$ cat config.mk
export PLATFORM = sky130hd
export DESIGN_NAME = apex_exec_sequencer
export DESIGN_NICKNAME = d
export VERILOG_FILES = /design/src/rtl/apex_seq_pkg.sv /design/src/rtl/apex_exec_sequencer_cfg_regfile.sv /design/src/rtl/apex_exec_sequencer.sv
export SDC_FILE = /design/constraint.sdc
export NUM_CORES = 1
export LEC_CHECK = 0
export CAP_MARGIN = 40
export CELL_PAD_IN_SITES_DETAIL_PLACEMENT = 0
export CELL_PAD_IN_SITES_GLOBAL_PLACEMENT = 1
export CORE_AREA = 4 4 135 124
export DETAILED_ROUTE_END_ITERATION = 8
export DIE_AREA = 0 0 139 128
export PLACE_DENSITY_LB_ADDON = 0.12
export REMOVE_ABC_BUFFERS = 1
export SETUP_SLACK_MARGIN = 0.1
export SYNTH_ARGS = -nofsm -noshare
export SYNTH_HDL_FRONTEND = slang
export SYNTH_HIERARCHICAL = 1
export SYNTH_SLANG_ARGS = --single-unit
$ cat constraint.sdc
create_clock -name clk -period 3.1 [get_ports clk]
set_clock_uncertainty 0.15 [all_clocks]
set_input_delay 0.93 -clock clk [delete_from_list [all_inputs] [get_ports clk]]
set_output_delay 0.93 -clock clk [all_outputs]
set_load 0.05 [all_outputs]
$ cat src/rtl/apex_seq_pkg.sv
// Shared encodings for the proof-of-execution sequencer: FSM states, fault codes,
// config-window word offsets and CTRL bit positions.
package apex_seq_pkg;

    typedef enum logic [2:0] {
        StIdle  = 3'd0,
        StArmed = 3'd1,
        StRun   = 3'd2,
        StDone  = 3'd3,
        StFault = 3'd4
    } state_e;

    localparam logic [2:0] FAULT_NONE         = 3'd0;
    localparam logic [2:0] FAULT_CFG_BAD      = 3'd1;
    localparam logic [2:0] FAULT_ILLEGAL_EXIT = 3'd2;
    localparam logic [2:0] FAULT_IRQ          = 3'd3;
    localparam logic [2:0] FAULT_CFG_WRITE    = 3'd4;
    localparam logic [2:0] FAULT_TIMEOUT      = 3'd5;

    localparam logic [3:0] OFS_ERMIN = 4'd0;
    localparam logic [3:0] OFS_ERMAX = 4'd2;
    localparam logic [3:0] OFS_ORMIN = 4'd4;
    localparam logic [3:0] OFS_ORMAX = 4'd6;
    localparam logic [3:0] OFS_CTRL  = 4'd8;

    localparam int unsigned CTRL_ARM = 0;
    localparam int unsigned CTRL_CLR = 1;

    // Closed intervals [a_lo,a_hi] and [b_lo,b_hi] share at least one address.
    function automatic logic ranges_overlap(input logic [15:0] a_lo, input logic [15:0] a_hi,
                                            input logic [15:0] b_lo, input logic [15:0] b_hi);
        return (a_lo <= b_hi) && (b_lo <= a_hi);
    endfunction

endpackage

$ cat src/rtl/apex_exec_sequencer_cfg_regfile.sv
// Config window decoder for the sequencer: holds ER/OR bound registers and turns
// bus writes into arm/clear/config-write pulses. Bound writes land only when the
// FSM grants cfg_we_i; otherwise they are dropped here.
module apex_cfg_regfile
    import apex_seq_pkg::*;
#(
    parameter logic [15:0] CFG_BASE = 16'h0160
) (
    input  logic        clk_i,
    input  logic        rst_i,
    input  logic        data_en_i,
    input  logic        data_wr_i,
    input  logic [15:0] data_addr_i,
    input  logic [15:0] data_wdata_i,
    input  logic        cfg_we_i,
    output logic [15:0] er_min_o,
    output logic [15:0] er_max_o,
    output logic [15:0] or_min_o,
    output logic [15:0] or_max_o,
    output logic        arm_p_o,
    output logic        clr_p_o,
    output logic        cfg_wr_p_o
);

    logic        cfg_hit;
    logic [15:0] ofs;
    logic [3:0]  ofs_w;
    logic        ctrl_hit;
    logic        unused_ofs;

    // Window decode; byte accesses fold onto their containing word.
    always_comb begin
        cfg_hit  = data_en_i && data_wr_i &&
                   (data_addr_i >= CFG_BASE) && (data_addr_i <= CFG_BASE + 16'd9);
        ofs      = data_addr_i - CFG_BASE;
        ofs_w    = {ofs[3:1], 1'b0};
        ctrl_hit = cfg_hit && (ofs_w == OFS_CTRL);
    end

    assign unused_ofs = ^{ofs[15:4], ofs[0]};

    assign cfg_wr_p_o = cfg_hit && !ctrl_hit;
    assign arm_p_o    = ctrl_hit && data_wdata_i[CTRL_ARM];
    assign clr_p_o    = ctrl_hit && data_wdata_i[CTRL_CLR];

    // Bound registers, written only while the FSM leaves the config unlocked.
    always_ff @(posedge clk_i or posedge rst_i) begin
        if (rst_i) begin
            er_min_o <= 16'h0000;
            er_max_o <= 16'h0000;
            or_min_o <= 16'h0000;
            or_max_o <= 16'h0000;
        end else if (cfg_wr_p_o && cfg_we_i) begin
            case (ofs_w)
                OFS_ERMIN: er_min_o <= data_wdata_i;
                OFS_ERMAX: er_max_o <= data_wdata_i;
                OFS_ORMIN: or_min_o <= data_wdata_i;
                OFS_ORMAX: or_max_o <= data_wdata_i;
                default:   ;
            endcase
        end
    end

endmodule

$ cat src/rtl/apex_exec_sequencer.sv
// Proof-of-execution sequencer: validates ER/OR bounds on ARM, locks config while
// armed, tracks entry at er_min and legal exit from er_max, reports DONE or FAULT.
// Optional run timeout enabled by defining APEX_SEQ_TIMEOUT_EN.
module apex_exec_sequencer
    import apex_seq_pkg::*;
#(
    parameter logic [15:0] CFG_BASE       = 16'h0160,
    parameter logic [15:0] TIMEOUT_CYCLES = 16'd1024
) (
    input  logic        clk,
    input  logic        puc_rst,
    input  logic [15:0] pc,
    input  logic        data_en,
    input  logic        data_wr,
    input  logic [15:0] data_addr,
    input  logic [15:0] data_wdata,
    input  logic        irq,
    output logic [15:0] er_min,
    output logic [15:0] er_max,
    output logic [15:0] or_min,
    output logic [15:0] or_max,
    output logic        cfg_locked,
    output logic        run_active,
    output logic        exec_done,
    output logic        fault,
    output logic [2:0]  fault_code
);

    state_e      state_q, state_d;
    logic [2:0]  code_q, code_d;
    logic [15:0] prev_pc_q, prev_pc_d;
    logic        arm_p, clr_p, cfg_wr_p;
    logic        cfg_ok;
    logic        pc_out;
    logic        timeout_hit;

    apex_cfg_regfile #(
        .CFG_BASE(CFG_BASE)
    ) u_cfg_regfile (
        .clk_i       (clk),
        .rst_i       (puc_rst),
        .data_en_i   (data_en),
        .data_wr_i   (data_wr),
        .data_addr_i (data_addr),
        .data_wdata_i(data_wdata),
        .cfg_we_i    (state_q == StIdle),
        .er_min_o    (er_min),
        .er_max_o    (er_max),
        .or_min_o    (or_min),
        .or_max_o    (or_max),
        .arm_p_o     (arm_p),
        .clr_p_o     (clr_p),
        .cfg_wr_p_o  (cfg_wr_p)
    );

    assign cfg_ok = (er_min <= er_max) && (or_min <= or_max) &&
                    !ranges_overlap(er_min, er_max, or_min, or_max);
    assign pc_out = (pc < er_min) || (pc > er_max);

`ifdef APEX_SEQ_TIMEOUT_EN
    logic [15:0] cnt_q, cnt_d;

    assign timeout_hit = (cnt_q == TIMEOUT_CYCLES - 16'd1);

    // Run-length counter; cleared on RUN entry, counts every RUN cycle.
    always_comb begin
        cnt_d = cnt_q;
        if (state_q == StArmed && pc == er_min) begin
            cnt_d = 16'd0;
        end else if (state_q == StRun) begin
            cnt_d = cnt_q + 16'd1;
        end
    end

    // Counter register.
    always_ff @(posedge clk or posedge puc_rst) begin
        if (puc_rst) begin
            cnt_q <= 16'd0;
        end else begin
            cnt_q <= cnt_d;
        end
    end
`else
    logic unused_timeout;

    assign timeout_hit    = 1'b0;
    assign unused_timeout = ^TIMEOUT_CYCLES;
`endif

    // Next-state logic; CLR is applied last so it overrides every other event.
    always_comb begin
        state_d   = state_q;
        code_d    = code_q;
        prev_pc_d = prev_pc_q;
        unique case (state_q)
            StIdle: begin
                if (arm_p) begin
                    if (cfg_ok) begin
                        state_d = StArmed;
                    end else begin
                        state_d = StFault;
                        code_d  = FAULT_CFG_BAD;
                    end
                end
            end
            StArmed: begin
                if (pc == er_min) begin
                    state_d   = StRun;
                    prev_pc_d = pc;
                end
            end
            StRun: begin
                prev_pc_d = pc;
                if (irq) begin
                    state_d = StFault;
                    code_d  = FAULT_IRQ;
                end else if (cfg_wr_p) begin
                    state_d = StFault;
                    code_d  = FAULT_CFG_WRITE;
                end else if (timeout_hit) begin
                    state_d = StFault;
                    code_d  = FAULT_TIMEOUT;
                end else if (pc_out) begin
                    if (prev_pc_q == er_max) begin
                        state_d = StDone;
                    end else begin
                        state_d = StFault;
                        code_d  = FAULT_ILLEGAL_EXIT;
                    end
                end
            end
            StDone, StFault: ;
            default: begin
                state_d = StIdle;
                code_d  = FAULT_NONE;
            end
        endcase
        if (clr_p) begin
            state_d   = StIdle;
            code_d    = FAULT_NONE;
            prev_pc_d = 16'h0000;
        end
    end

    // State, fault code and previous-PC registers.
    always_ff @(posedge clk or posedge puc_rst) begin
        if (puc_rst) begin
            state_q   <= StIdle;
            code_q    <= FAULT_NONE;
            prev_pc_q <= 16'h0000;
        end else begin
            state_q   <= state_d;
            code_q    <= code_d;
            prev_pc_q <= prev_pc_d;
        end
    end

    assign cfg_locked = (state_q != StIdle);
    assign run_active = (state_q == StRun);
    assign exec_done  = (state_q == StDone);
    assign fault      = (state_q == StFault);
    assign fault_code = code_q;

endmodule

Word-level counts from Yosys, hierarchy flattened. Cells that the tools add are included.

Add/sub/neg operators: 1. Magnitude comparators: 8. Eq/ne operators: 17. Multiplexer cells: 20. Reduce and logical (&&, ||, !) cells: 27.

Operators with widths (number): $le A16 B16 Y1 (4); $mux W3 (15); $eq A16 B16 Y1 (2); $mux W16 (2); $pmux W16 S2 (1); $ge A16 B9 Y1 const B (1); $gt A16 B16 Y1 (1); $le A16 B9 Y1 const B (1); $lt A16 B16 Y1 (1); $eq A3 B2 Y1 const B (4); $pmux W3 S4 (1); $logic_and A1 B1 Y1 (11); $reduce_and A2 Y1 (5); $ne A3 B3 Y1 const B (3); $pmux W3 S3 (1); $eq A3 B1 Y1 const B (2); $eq A3 B3 Y1 const B (2); $reduce_bool A3 Y1 (2); $ne A5 B2 Y1 const B (1); $ne A5 B4 Y1 const B (1); $reduce_and A5 Y1 (1); $logic_not A4 Y1 (1); $reduce_and A4 Y1 (1); $sub A4 B1 Y4 const B (1); other kinds (7) (8).

Register bits: 86. Bits of input ports: 53. Output and inout port bits: 71. Word-level logic and storage cells: 80.

Depth between registers and ports, before layout. Gate-level depths: netlist of the first run.

Depth after elaboration: 10. Gate-level depth with buffers: 10. Mapped depth without buffers: 10.

Cells and area by module. Netlist of the first run, hierarchy kept.

By module, submodules not included: apex_exec_sequencer (instances 1, cells an instance 441, area each 3583.4 um^2, sequential area each 550.5 um^2); apex_cfg_regfile (instances 1, cells an instance 150, area each 2603.7 um^2, sequential area each 1601.5 um^2).

Worst setup path before layout of the first run. Ideal clock, no wire load.

Kind: input to register. From: input port data_addr[15]. To: register state_q[0]. Library setup time: 121 ps. Data arrival time: 2770 ps. Required time: 2829 ps. Path slack: 59 ps. Stages: 9. Buffers on the path: 0. Cell sequence: nor4_4 > nand4_4 > nor4b_1 > and2_1 > nor3_1 > and2_2 > a41oi_4 > nand2_1 > a22o_1.

Elaborated cells on any way between the ends: 18. Those cells by class: 2 x order compare; 4 x eq/ne; 4 x mux; 8 x reduce/logical.

RTL lines: start, declared (line apex_exec_sequencer.sv:15) `input logic [15:0] data_addr,`; $ge A16 B9 Y1 (line apex_exec_sequencer_cfg_regfile.sv:34) `(data_addr_i >= CFG_BASE) && (data_addr_i <= CFG_BASE + 16'd9);`; $logic_and A1 B1 Y1 (line apex_exec_sequencer_cfg_regfile.sv:33) `cfg_hit = data_en_i && data_wr_i &&`; $logic_and A1 B1 Y1 * (line apex_exec_sequencer_cfg_regfile.sv:34); $logic_and A1 B1 Y1 * (line apex_exec_sequencer_cfg_regfile.sv:37) `ctrl_hit = cfg_hit && (ofs_w == OFS_CTRL);`; $logic_and A1 B1 Y1 * (line apex_exec_sequencer_cfg_regfile.sv:44) `assign clr_p_o = ctrl_hit && data_wdata_i[CTRL_CLR];`; via clr_p (line apex_exec_sequencer.sv:32) `logic arm_p, clr_p, cfg_wr_p;`; $ne A5 B2 Y1 (no source line), or another cell as far along; $reduce_and A4 Y1 (no source line); end signal, assigned (line apex_exec_sequencer.sv:148) `state_q <= StIdle;`; end signal, assigned (line apex_exec_sequencer.sv:152) `state_q <= state_d;`; end, declared (line apex_exec_sequencer.sv:29) `state_e state_q, state_d;`.

The timed path passes the listed nets; every way through them passes the cells marked *. A chain may end at the register's enable or synchronous reset.

Worst setup path in the final report of the first run.
From: input port pc[6]. To: register code_q[2] (netlist: fault_code[2]).

Cells in the longest elaborated chain, start to end: 4. Elaborated cells on any way between the ends: 5. Those cells by class: 2 x order compare; 1 x eq/ne; 2 x reduce/logical.

Ends and longest elaborated chain: start, declared (line apex_exec_sequencer.sv:12) `input logic [15:0] pc,`; $lt A16 B16 Y1 or $gt A16 B16 Y1 (tied branches) (line apex_exec_sequencer.sv:58) `assign pc_out = (pc < er_min) || (pc > er_max);`; $logic_or A1 B1 Y1 * (line apex_exec_sequencer.sv:58); $ne A5 B2 Y1 (no source line) *; $reduce_and A5 Y1 (no source line) *; end signal, assigned (line apex_exec_sequencer.sv:153) `code_q <= code_d;`; end, declared (line apex_exec_sequencer.sv:30) `logic [2:0] code_q, code_d;`.

Mark *: on every way between the ends. The rest lies on a longest branch, timed or not.

==> metrics.md, run 1 <==
| Metric | Value |
|---|---|
| Post-synth EDFFs | 0 |
| Pin count of the biggest net entering global routing | 27 |
| Max_cap viols | 0 |
| Gpl congestion | ~0.88 |
| Fill cells | around 1400 |
| Cells after synthesis | between 500 and 600 |
| Post-Syn Area | 6187 um^2 |
| WP data required | around 3.2 ns |
| Post-route ant nets | 0 |
| DRC errors left | 0 |
| Pwr Density | 281.0 nW/um^2 |
| VDD IR-drop max | between 0.0002 and 0.0003 V |
| Hpwl dp | 15730 um |
| Synth cell types | slightly above 60 |
| Via count | between 5000 and 6000 |
| Fmax | around 340 MHz |
| Share of layout cells above drive strength 1 | 0.2668 |
| Initial antenna violation count | 0 |
| Ys Warns | 6 |
| Final net count | approximately 930 |
| Die W | 139 um |
| Final worst path period need | around 3 ns |
| Gr usage total | 0.2207 |
| Register area share after synthesis | 0.3478 |
| Ys async rst share | 1.000 |
| Run status | finished, final reports clean |
| CP endpoint kind | register |
| Startpoint types | primary input |
| Final worst-path cycle share | 0.9494 |
| Crit Path Category | primary input to register |
| Die Area | 17790 um^2 |
| Antenna diodes | 0 |
| CTS Buffer Depth | 2 |
| Clock transition at the registers of the reported paths | about 0.070 ns |
| Grt total ovfl | 0 |
| First-pass GRT wire length | 30390 um |
| Top FF cell, synth | dfrtp_1 |
| RSZ-0062 raised after global routing | yes |
| Vias in the first global route | 5586 |
| Inserted Clock Buffers | 9 |
| Slew HR | 0.6467 |
| DRT Wirelength | 19230 um |
| IO buf count | 122 |
| # setup viols final | 0 |
| Core area | 15280 um^2 |
| Worst-path cell chain | dlygate4sd2_1, ha_1, nand2_2, o21a_1, nor3_1, or4b_4, a41oi_4, buf_6, o21ai_1, a31o_1 |
| Worst path max stage delay | roughly 0.57 ns |
| Slowest cell on crit path | or4b_4 |
| TritonCTS clock tree | done |
| CTS H-tree depth | 3 |
| Crit path DAT | between 3 and 4 ns |
| P_leak | about 4.2 nW |
| Crit path max fanout | 5 |
| CTS Hold Buffers Added | 0 |
| Final Slew Violations | 0 |
| Vias per Instance | between 5 and 6 |
| First-pass iteration count of the detailed router | 4 |
| Setup slack, reg-to-reg | about 0.23 ns |
| Drt first-iter violations | 225 |
| Power after layout | around 2.5 mW |
| Slew @ Worst Pin | ~0.53 ns |
| IO Pins | 124 |
| Sink Count | 86 |
| Commonest non-fill, non-tap cells in the layout | 88 x clkdlybuf4s50_1, 86 x dfrtp_1, 85 x ha_1, 66 x buf_4, 57 x inv_1 |
| P&R area growth vs syn | 41.05% |
| Setup_tns | 0 ns |
| Mean Syn Cell Area | 10.47 um^2 |
| Initial Util | 0.4049 |
| Root buffer cell | clkbuf_16 |
| Commonest non-fill, non-tap cell in the layout | clkdlybuf4s50_1 |
| Final hold violations | 0 |
| Clk_lat worst skew | roughly 0.35 ns |
| Rows | 43 |
| Drt wl/cell | approximately 20 um |
| Synth Register Bits | between 80 and 90 |
| Worst hold path type | register to register |
| Die Span Y | about 130 um |
-- routing by layer --
layer / track usage / vias up / routed length [um]
li1: - / 2542 / -
met1: 0.3011 / 2541 / 9029
met2: 0.3568 / 123 / 8945
met3: 0.04028 / 22 / 838
met4: 0.07250 / 0 / 417
met5: 0 / - / 0
-- through the flow --
stage	setup slack (ns)	utilization	hold WS, ns	area (um^2)	instances
floorplan	-0.3003	-	0.3184	6096	579
global placement	-0.5469	0.5312	0.3294	8117	971
detailed placement	-0.5478	0.5312	0.3340	8117	971
CTS	0.01875	0.5606	0.3474	8566	986
global route	0.05711	0.5712	0.3883	8727	989
finish	0.1569	0.5712	0.3414	8727	989
-- Yosys cell counts (all sizes together) (2+ instances only) --
cell type,number,area share
a211o,2,0.0030
a21boi,5,0.0061
a21o,8,0.0097
a21oi,39,0.032
a221o,4,0.0065
a22o,2,0.0028
a31o,2,0.0028
and2,5,0.0053
and3,2,0.0020
and4,2,0.0028
buf,7,0.012
clkbuf,5,0.0030
dfrtp,86,0.35
ha,96,0.19
inv,59,0.036
mux2,64,0.12
nand2,38,0.023
nand2b,18,0.018
nand3,16,0.013
nand4,23,0.027
nor2,11,0.0067
nor2b,7,0.0071
nor3,8,0.0073
nor3b,2,0.0024
nor4,11,0.018
nor4b,2,0.0053
o211ai,5,0.0061
o21a,2,0.0024
o21ai,24,0.020
o22ai,2,0.0020
o31ai,5,0.0077
or3,2,0.0020
xnor2,5,0.0071
xor2,11,0.016
-- registers in the layout, indices dropped and copies added, names as in the netlist --
register                flops
state_q                     3
u_cfg_regfile/er_min_o     16
prev_pc_q                  16
u_cfg_regfile/er_max_o     16
fault_code                  3
u_cfg_regfile/or_min_o     16
u_cfg_regfile/or_max_o     16
-- report_power, final --
group / internal (mW) / switching (mW)
combinational: 0.115 / 0.108
clock: 0.659 / 0.447
sequential: 1.12 / 0.000145
total: 1.90 / 0.556
-- path summary, 6_finish.rpt --
check / to / depth (start not counted) / startpoint
setup reg to reg: fault_code[0] / 9 / u_cfg_regfile/er_min_o[15]
max in group asynchronous: u_cfg_regfile/er_max_o[5] / 3 / puc_rst
setup / recovery: fault_code[2] / 10 / pc[6]
min in group asynchronous: u_cfg_regfile/er_max_o[0] / 2 / puc_rst
hold / removal: prev_pc_q[0] / 2 / prev_pc_q[0]
hold reg to reg: prev_pc_q[0] / 2 / prev_pc_q[0]
-- cell families (layout without fill, tap and decap cells) --
family                     after synthesis  after routing  synth area share
AOI/OAI and AO/OA                      106            106            0.1128
muxes                                   64             64            0.1225
DFF                                     86             86            0.3478
buffers and inverters                   71            267           0.05055
and+or+nand+nor                        152            152            0.1494
xor gates and xnor gates                16             16           0.02265
adders and majority gates               96             96            0.1941
-- repair_timing --
item | in CTS | in global routing
gates resized for setup | 46 | 41
buffers inserted | 1 | 3
pin swaps | 22 | 31
endpoints found under the setup margin | 24 | 22
endpoints found under the hold margin | 0 | 0
-- final cells by class --
class	count	area, um^2	share of cell area
inverters	59	221.5	0.02538
repair buffers	194	1822	0.2087
clock inverters	3	45.04	0.005161
clock buffers	11	252.7	0.02896
flip-flops and latches	86	2152	0.2466
well taps	202	252.7	0.02896
multi-input cells	434	3981	0.4562
-- worst max-delay path: cells and delay by family --
kind / cells / cell delay [ns]
compound gates: 4 / 0.68
fa+ha+maj: 1 / 0.29
buf+inv: 2 / 0.41
simple gates: 3 / 0.72
Note: power is estimated with default switching activity, not from simulation.
==> run 2: changes to the inputs <==
- CAP_MARGIN: 40 -> 20
- CORE_AREA: 4 4 135 124 -> 2 2 133 122
- DIE_AREA: 0 0 139 128 -> 0 0 135 124
==> run 2 against run 1 <==
Against the previous run: sequential share of layout area is 0.096 points higher; wire length is 1.8% lower; sequential power hardly changed; global-route usage is 1.2 points higher; final cell count is 0.81% lower; core utilization is 0.22 points lower; hold slack better by 0.016 ns; combinational power hardly changed; register-to-register slack hardly changed; critical path depth stayed put; worst setup slack worse by 0.026 ns; highest routed layer unchanged.
==> metrics.md, run 2 (same netlist as run 1, synthesis figures left out) <==
| Metric | Value |
|---|---|
| Fill cells | 1351 (-0.37%) |
| Commonest non-fill, non-tap cells in the layout | 88 x clkdlybuf4s50_1, 86 x dfrtp_1, 81 x ha_1, 61 x buf_4, 57 x inv_1 |
| Final worst-path cycle share | 0.9577 (+0.008253) |
| Die W | 135 um (-2.9%) |
| RSZ-0062 raised after global routing | yes |
| Met3 Track Usage GR | 0.04803 (+0.007743) |
| CP endpoint kind | register |
| Slew @ Worst Pin | 0.5217 ns (-0.006690 ns) |
| Drt wl/cell | 19.25 um (-1.0%) |
| Fin cells | 981 (-0.81%) |
| P_leak | 4.160 nW (-1.5%) |
| Final worst path period need | 2.969 ns (+0.02558 ns) |
| Commonest non-fill, non-tap cell in the layout | clkdlybuf4s50_1 |
| Gr busiest metal | met2 |
| Gr usage total | 0.2328 (+0.01214) |
| Crit Path Category | primary input to register |
| DRC errors left | 0 (unchanged) |
| Initial Util | 0.4049 (unchanged) |
| Post-route ant nets | 0 (unchanged) |
| IO Pins | 124 (unchanged) |
| Drt first-iter violations | 262 (+16%) |
| # setup viols final | 0 (unchanged) |
| Initial antenna violation count | 0 (unchanged) |
| WP data required | 3.19 ns (about the same) |
| Worst Hold Margin | 0.3574 ns (+0.01606 ns) |
| Pwr Density | 292.7 nW/um^2 (+4.2%) |
| Rows | 43 (unchanged) |
| Met1 Resource Use GR | 0.3199 (+0.01876) |
| Share of layout cells above drive strength 1 | 0.2670 (about the same) |
| First-pass GRT wire length | 29410 um (-3.2%) |
| Antenna diodes | 0 (unchanged) |
| TritonCTS clock tree | done |
| VDD IR-drop max | 0.0004329 V (+65%) |
| Sink Count | 86 (unchanged) |
| Pin count of the biggest net entering global routing | 65 (+140%) |
| Gpl congestion | 0.8841 (unchanged) |
| Clk_lat worst skew | 0.35 ns (about the same) |
| CTS H-tree depth | 3 (unchanged) |
| Setup slack, reg-to-reg | 0.23 ns (about the same) |
| Via count | 5249 (+0.40%) |
| Power after layout | 2.544 mW (+3.7%) |
| Die Span Y | 124 um (-3.1%) |
| P&R area growth vs syn | 40.51% |
| Startpoint types | primary input |
| First-pass iteration count of the detailed router | 5 (+1) |
| Placed Instances | 959 (-1.2%) |
| Vias in the first global route | 5443 (-2.6%) |
| Vias per Instance | 5.351 (+1.2%) |
| Final Slew Violations | 0 (unchanged) |
| CTS Buffer Depth | 2 (unchanged) |
| Grt total ovfl | 0 (unchanged) |
| Root buffer cell | clkbuf_16 |
| Core area | 15280 um^2 (unchanged) |
| Die Area | 16740 um^2 (-5.9%) |
| DRT Wirelength | 18880 um (-1.8%) |
| Setup_tns | 0 ns (unchanged) |
| Clock transition at the registers of the reported paths | 0.07 ns (about the same) |
| Max_cap viols | 0 (unchanged) |
| IO buf count | 122 (unchanged) |
| Crit path DAT | 3.06 ns (+0.02 ns) |
| Inserted Clock Buffers | 9 (unchanged) |
| CTS Hold Buffers Added | 0 (unchanged) |
| Run status | finished, final reports clean |
| Slew HR | 0.6511 (+0.004474) |
| Worst hold path type | register to register |
| Hpwl dp | 15040 um (-4.4%) |
| Crit path max fanout | 7 (+2) |
| Final hold violations | 0 (unchanged) |
| Fmax | 336.8 MHz (-0.86%) |
| Final net count | 924 (-0.96%) |
| Met2 Use GR | 0.3893 (+0.03252) |
[run 2: cell types whose count changed in the layout (fill, tap and decap cells not counted), moves of 2 or more]
cell | previous run | this run
buf_4 | 66 | 61
clkdlybuf4s15_1 | 3 | 7
dlymetal6s2s_1 | 14 | 10
ha_1 | 85 | 81
ha_4 | 10 | 14
a21oi_2 | 10 | 8
buf_6 | 4 | 2
clkbuf_2 | 3 | 5
clkinv_2 | 0 | 2
clkinvlp_4 | 2 | 0
dlygate4sd2_1 | 12 | 10
[run 2: worst max-delay path, cell delays in order]
cell	delay, ns
clkdlybuf4s15_1	0.28
buf_4	0.20
ha_1	0.31
a21o_1	0.16
nand3_1	0.08
a21oi_1	0.11
o31ai_2	0.38
a41oi_4	0.23
and2_1	0.20
a22o_1	0.19
[run 2: report_power, final]
group / total (mW) / internal (mW) / switching (mW)
logic: 0.225 / 0.115 / 0.110
clock network: 1.20 / 0.743 / 0.454
registers: 1.12 / 1.12 / 0.000141
total: 2.54 / 1.98 / 0.564
[run 2: timing repair]
action / CTS / global route
setup buffers: 1 / 6
resized for setup: 51 / 45
endpoints found under the setup margin: 24 / 19
pin swaps: 33 / 36
gates cloned: 0 / 0
hold endpoints to repair: 0 / 0
[run 2: final cells by class]
cell class,instances,area (um^2),share of cell area
multi-input cells,434,4035,0.4642
flip-flops and latches,86,2152,0.2476
repair buffers,185,1709,0.1966
clock buffers,11,252.7,0.02907
well taps,202,252.7,0.02907
inverters,59,221.5,0.02547
clock inverters,4,70.07,0.008060
[run 2: metal layers]
layer / wire [um] / vias up
met3: 901 / 8
met4: 121 / 0
met1: 8853 / 2595
met5: 0 / -
li1: - / 2512
met2: 9006 / 134
[run 2: metrics by stage]
stage                       util  setup slack, ns  area (um^2)
after floorplan                -          -0.3003         6096
after global placement    0.5245          -0.5461         8014
after detailed placement  0.5245          -0.5572         8014
after CTS                 0.5571          0.05976         8512
after global routing      0.5689          0.07145         8693
final                     0.5689           0.1313         8693
[run 2: path summary, 6_finish.rpt]
kind | cells after the start | startpoint | endpoint
worst max-delay path | 10 | pc[9] | state_q[0]
worst max register to register | 10 | u_cfg_regfile/er_max_o[14] | fault_code[0]
max in group asynchronous | 3 | puc_rst | u_cfg_regfile/er_max_o[10]
worst min register to register | 2 | prev_pc_q[9] | prev_pc_q[9]
worst min-delay path | 2 | prev_pc_q[9] | prev_pc_q[9]
min in group asynchronous | 3 | puc_rst | fault_code[1]
